$ cat config.mk
export PLATFORM = sky130hd
export DESIGN_NAME = gated_counter_flat
export DESIGN_NICKNAME = d
export VERILOG_FILES = /design/src/rtl/gated_counter_pkg.sv /design/src/rtl/gated_counter_if.sv /design/src/rtl/pulse_delay.sv /design/src/rtl/gated_counter.sv /design/src/flat_wrapper.sv
export SDC_FILE = /design/constraint.sdc
export NUM_CORES = 1
export LEC_CHECK = 0
export BUFFER_PORTS_ARGS = -buffer_cell sky130_fd_sc_hd__buf_2
export CAP_MARGIN = 10
export CORE_UTILIZATION = 41
export DETAILED_ROUTE_END_ITERATION = 10
export PLACE_DENSITY = 0.71
export SLEW_MARGIN = 20
export SYNTH_ARGS = -nofsm -noshare
export SYNTH_HDL_FRONTEND = slang
export SYNTH_SLANG_ARGS = --single-unit
export TNS_END_PERCENT = 10
$ cat constraint.sdc
create_clock -name clk -period 1.5 [get_ports clk]
set_input_delay 0 -clock clk [delete_from_list [all_inputs] [get_ports clk]]
set_output_delay 0 -clock clk [all_outputs]
set_load 0.05 [all_outputs]
$ cat src/rtl/gated_counter_pkg.sv
// Shared types and mode constants for the gated up/down counter.
package gated_counter_pkg;

    typedef enum logic [1:0] {
        ST_IDLE = 2'd0,
        ST_RUN  = 2'd1,
        ST_DONE = 2'd2
    } state_t;

    localparam int SAT_WRAP = 0;
    localparam int SAT_HALT = 1;

endpackage

$ cat src/rtl/gated_counter_if.sv
// Control and status bundle of the gated counter; master drives controls, slave is the counter.
interface gated_counter_if #(
    parameter int WIDTH = 4
);
    logic             start;
    logic             stop;
    logic             up_dn;
    logic             load;
    logic [WIDTH-1:0] load_val;
    logic [WIDTH-1:0] count;
    logic             running;
    logic             tc;
    logic             done;
    logic             stop_dly;

    modport master (
        output start, stop, up_dn, load, load_val,
        input  count, running, tc, done, stop_dly
    );

    modport slave (
        input  start, stop, up_dn, load, load_val,
        output count, running, tc, done, stop_dly
    );
endinterface

$ cat src/rtl/pulse_delay.sv
// Fixed-depth shift register delaying a level by DEPTH clock cycles.
module pulse_delay #(
    parameter int DEPTH = 2
) (
    input  logic clk,
    input  logic rst,
    input  logic i_d,
    output logic o_q
);
    logic [DEPTH-1:0] r_pipe;

    generate
        if (DEPTH == 1) begin : g_single
            always_ff @(posedge clk) begin
                if (rst) r_pipe <= '0;
                else     r_pipe <= i_d;
            end
        end else begin : g_chain
            always_ff @(posedge clk) begin
                if (rst) r_pipe <= '0;
                else     r_pipe <= {r_pipe[DEPTH-2:0], i_d};
            end
        end
    endgenerate

    assign o_q = r_pipe[DEPTH-1];
endmodule

$ cat src/rtl/gated_counter.sv
// Start/stop gated up/down counter with wrap or halt-at-limit mode and a delayed stop echo.
module gated_counter
    import gated_counter_pkg::*;
#(
    parameter int WIDTH      = 4,
    parameter int STOP_DELAY = 2,
    parameter int SATURATE   = 0
) (
    input logic           clk,
    input logic           rst,
    gated_counter_if.slave bus
);
    localparam bit             HALT = (SATURATE == SAT_HALT);
    localparam logic [WIDTH-1:0] ONE = WIDTH'(1);

    state_t           r_state;
    logic [WIDTH-1:0] r_count;
    logic             r_tc;
    logic             r_running;
    logic             r_done;

    state_t           w_nxt_state;
    logic [WIDTH-1:0] w_nxt_count;
    logic             w_nxt_tc;
    logic [WIDTH-1:0] w_step;
    logic [WIDTH-1:0] w_lim;
    logic             w_at_lim;
    logic             w_reach_lim;

    assign w_step      = bus.up_dn ? (r_count + ONE) : (r_count - ONE);
    assign w_lim       = bus.up_dn ? '1 : '0;
    assign w_at_lim    = (r_count == w_lim);
    assign w_reach_lim = (w_step == w_lim);

    // Load wins over stepping and freezes state, except that stop or DONE still fall back to IDLE.
    always_comb begin
        w_nxt_state = r_state;
        w_nxt_count = r_count;
        w_nxt_tc    = 1'b0;
        if (bus.load) begin
            w_nxt_count = bus.load_val;
            if (bus.stop || r_state == ST_DONE) w_nxt_state = ST_IDLE;
        end else if (bus.stop) begin
            w_nxt_state = ST_IDLE;
        end else begin
            case (r_state)
                ST_IDLE: if (bus.start) w_nxt_state = ST_RUN;
                ST_RUN: begin
                    if (HALT) begin
                        if (w_at_lim || w_reach_lim) begin
                            w_nxt_count = w_lim;
                            w_nxt_tc    = 1'b1;
                            w_nxt_state = ST_DONE;
                        end else begin
                            w_nxt_count = w_step;
                        end
                    end else begin
                        w_nxt_count = w_step;
                        w_nxt_tc    = w_at_lim;
                    end
                end
                default: ;
            endcase
        end
    end

    always_ff @(posedge clk) begin
        if (rst) begin
            r_state   <= ST_IDLE;
            r_count   <= '0;
            r_tc      <= 1'b0;
            r_running <= 1'b0;
            r_done    <= 1'b0;
        end else begin
            r_state   <= w_nxt_state;
            r_count   <= w_nxt_count;
            r_tc      <= w_nxt_tc;
            r_running <= (w_nxt_state == ST_RUN);
            r_done    <= (w_nxt_state == ST_DONE);
        end
    end

    pulse_delay #(
        .DEPTH(STOP_DELAY)
    ) u_stop_delay (
        .clk (clk),
        .rst (rst),
        .i_d (bus.stop),
        .o_q (bus.stop_dly)
    );

    assign bus.count   = r_count;
    assign bus.running = r_running;
    assign bus.tc      = r_tc;
    assign bus.done    = r_done;
endmodule

$ cat src/flat_wrapper.sv
// flat-port wrapper written by rule: the top's interface ports become plain ports
module gated_counter_flat import gated_counter_pkg::*;
#(
    parameter int WIDTH      = 4,
    parameter int STOP_DELAY = 2,
    parameter int SATURATE   = 0
)
  (clk, rst, bus_start, bus_stop, bus_up_dn, bus_load, bus_load_val, bus_count, bus_running, bus_tc, bus_done, bus_stop_dly);
  gated_counter_if #(.WIDTH(WIDTH)) bus_i ();
  input logic clk;
  input logic rst;
  input wire logic [$bits(bus_i.start)-1:0] bus_start;
  input wire logic [$bits(bus_i.stop)-1:0] bus_stop;
  input wire logic [$bits(bus_i.up_dn)-1:0] bus_up_dn;
  input wire logic [$bits(bus_i.load)-1:0] bus_load;
  input wire logic [$bits(bus_i.load_val)-1:0] bus_load_val;
  output wire logic [$bits(bus_i.count)-1:0] bus_count;
  output wire logic [$bits(bus_i.running)-1:0] bus_running;
  output wire logic [$bits(bus_i.tc)-1:0] bus_tc;
  output wire logic [$bits(bus_i.done)-1:0] bus_done;
  output wire logic [$bits(bus_i.stop_dly)-1:0] bus_stop_dly;
  assign bus_i.start = bus_start;
  assign bus_i.stop = bus_stop;
  assign bus_i.up_dn = bus_up_dn;
  assign bus_i.load = bus_load;
  assign bus_i.load_val = bus_load_val;
  assign bus_count = bus_i.count;
  assign bus_running = bus_i.running;
  assign bus_tc = bus_i.tc;
  assign bus_done = bus_i.done;
  assign bus_stop_dly = bus_i.stop_dly;
  gated_counter #(.WIDTH(WIDTH), .STOP_DELAY(STOP_DELAY), .SATURATE(SATURATE)) u_core (.clk(clk), .rst(rst), .bus(bus_i));
endmodule
==> results.py <==
metrics = {
    "worst_setup_path": {
        "r2r_cells": 4,
        "cpPeakStageDelay_ns": 0.47,
        "cp_num_cells": 4,
        "worstPathMaxFanout": 6,
        "path_buf_inv": 0,
        "r2r_slack_ns": 0.05,
        "crit_family": "adder cells",
        "path_class": "register to register",
        "endpoint_kind": "register",
        "crit_chain": "fa_1 > mux2_1 > mux2i_1 > nor2_1",
        "crit_required_ns": 1.66,
        "critPathArrivalTime_ns": 1.61,
        "cpMaxStageDelayCell": "fa_1",
        "crit_path_start_kind": "register",
    },
    "routing": {
        "wl_per_cell_um": 11.0,
        "drc": 0,
        "firstDrtPassIters": 2,
        "vias": 445,
        "routed_wirelength_um": 1020,
        "avgViaCountPerCell": 4.78,
        "antenna_left": 0,
        "drt_iter0_markers": 3,
    },
    "power_and_ir_drop": {
        "p_leak_uw": 0.000334,
        "power_density_nw_per_um2": 898,
        "irDropWorstVdd_mv": 0.507,
    },
    "sta": {
        "timing.hold.ws_ns": 0.00878,
        "relSlewSlack_pct": 82.1,
        "setup_violations": 0,
        "fin_skew_ns": 0.00338,
        "hold_viol_final": 0,
        "fin_crit_ns": 1.45,
        "report.final.slew_viol_count": 0,
        "finalCritPeriodShare_pct": 96.5,
        "fmax_ghz": 0.691,
        "rsz0062_at_grt": "false",
        "worst_pin_slew_ns": 0.269,
    },
    "final_layout": {
        "antenna_cells": 0,
        "finish.utilization_pct": 62.0,
        "drive_gt1_share_pct": 36.7,
        "fin_nets": 93,
        "area_delta_synth_final_pct": 34.2,
    },
    "global_route": {
        "grt_pass1_vias": 419,
        "grt_usage_pct": 17.0,
        "gr-total-overflow": 0,
        "grt_max_degree": 10,
        "grt_pass1_wl_um": 1650,
        "antenna_found_initial": 0,
    },
    "clock_tree": {
        "htreeDepth": 1,
        "clock-sinks": 11,
        "clockBufferDepth": 2,
        "clock_latency_ns": 0.27,
        "cts.clk_slew.worst_paths_ns": 0.07,
        "clock-root-buffer": "clkbuf_4",
        "cts_buffers": 3,
        "cts_resized": 0,
        "cts_tree": "built",
    },
    "placement": {
        "port_buffers": 17,
        "dp_hpwl_um": 747,
        "gp_congestion": 0.745,
    },
    "status": {
        "status": "complete, no violations",
    },
    "die": {
        "initial_utilization_pct": 46.2,
        "core_um2": 1160,
        "die_area_um2": 1450,
        "rows": 12,
        "die_x_um": 38.1,
        "fp.dieH_um": 38.1,
        "io_pins": 18,
    },
    "synth": {
        "ys_seq_elements": 11,
        "yosysWarnings": 0,
        "netlist_area_um2": 534,
        "syn-instance-count": 53,
        "syn-num-nets": 66,
        "synthTopCellsByArea": "dfxtp_1 (41%), ha_1 (4.7%), nor2_1 (4.2%)",
        "synthDistinctLibCells": 28,
        "yosys.area.top_type_share_pct": 41.2,
        "synth_area_per_cell_um2": 10.1,
        "ys_seq_area_share_pct": 41.2,
        "synth_top_area_cell": "dfxtp_1",
    },
    "min_path": {
        "hold_depth": 2,
        "hold_path_class": "input port to register",
    },
    "run": {
        "cap_viol_max_count": 0,
    },
}
-- state kept, by name (all words and copies together) (netlist names) --
register                    count
u_core.bus.count                4
u_core.bus.done                 1
u_core.bus.running              1
u_core.bus.tc                   1
u_core.r_state                  2
u_core.u_stop_delay.r_pipe      2
-- area by class of cell --
cell class | instances | area, µm²
sequential | 11 | 224
fill | 116 | 439
tap | 14 | 17.5
inverter | 1 | 3.75
timing repair buffer | 24 | 148
multi-input combinational | 39 | 298
clock buffer | 4 | 26.3
-- cells by family (layout without fill, tap and decap cells) --
kind of cell | after synthesis | after routing | share of synthesized area [%]
adder cells (fa/ha/maj) | 3 | 3 | 8.43
multiplexers | 3 | 3 | 5.85
AND/OR/NAND/NOR | 21 | 21 | 23.4
XOR/XNOR | 3 | 3 | 4.92
flip-flops | 11 | 11 | 41.2
buffers and inverters | 3 | 29 | 3.04
AO/OA/AOI/OAI | 9 | 9 | 13.1
-- Yosys cell counts --
master,number
a21oi_2,1
buf_4,1
fa_1,1
xor2_1,1
dfxtp_1,11
a211o_1,2
nor2_1,6
a21oi_1,3
inv_1,1
nand3_1,2
nor3_1,1
nand4b_1,1
a31oi_1,1
ha_1,2
nand3b_1,1
a21boi_1,1
xnor2_1,2
and3_1,2
mux2_1,1
nand2b_1,1
nor2b_1,2
or3_1,1
buf_2,1
nand2_1,2
nor3b_4,1
nor3b_1,1
a2111oi_2,1
mux2i_1,2
-- layout by cell type, fill, tap and decap left out, types with 3 or more instances in the layout --
master | Yosys | final
buf_4 | 1 | 3
dlygate4sd3_1 | 0 | 4
nor2_1 | 6 | 6
clkbuf_4 | 0 | 3
dfxtp_1 | 11 | 8
a21oi_1 | 3 | 3
buf_2 | 1 | 17
dfxtp_2 | 0 | 3
-- routing by layer --
metal	share of wire [%]	GRT usage [%]	vias up	routed length, µm
li1	-	-	237	-
met5	0	0	-	0
met1	48	19.0	190	488
met4	2.6	5.36	0	27
met3	6.6	8.72	5	67
met2	43	27.5	13	436
-- worst paths after layout --
check / start / to
setup reg to reg: u_core.bus.count[0] / u_core.bus.count[1]
setup / recovery: u_core.bus.count[0] / u_core.bus.count[1]
hold / removal: rst / u_core.bus.count[2]
hold reg to reg: u_core.u_stop_delay.r_pipe[0] / u_core.u_stop_delay.r_pipe[1]
-- per-stage QoR --
stage | cell area, µm² | power (µW) | worst slack (ns) | instances | setup TNS, ns
after floorplan | 538 | 409 | -0.0258 | 53 | -0.0258
after global placement | 628 | 437 | 0.109 | 82 | 0
after detailed placement | 628 | 440 | 0.0522 | 82 | 0
after CTS | 694 | 649 | 0.0467 | 90 | 0
after global routing | 717 | 681 | 0.000523 | 93 | 0
final | 717 | 644 | 0.0529 | 93 | 0
-- power breakdown --
group	switching [µW]	total, µW	internal (µW)
logic	76.2	129	52.5
registers	10.1	314	304
clock network	97.9	201	103
-- timing repair --
item                                   4_1_cts  5_1_grt
endpoints found under the hold margin        4        0
setup buffers                                0        3
hold buffers                                 4        0
setup endpoints to repair                    0        1
Power figures use the tool's default switching activity.
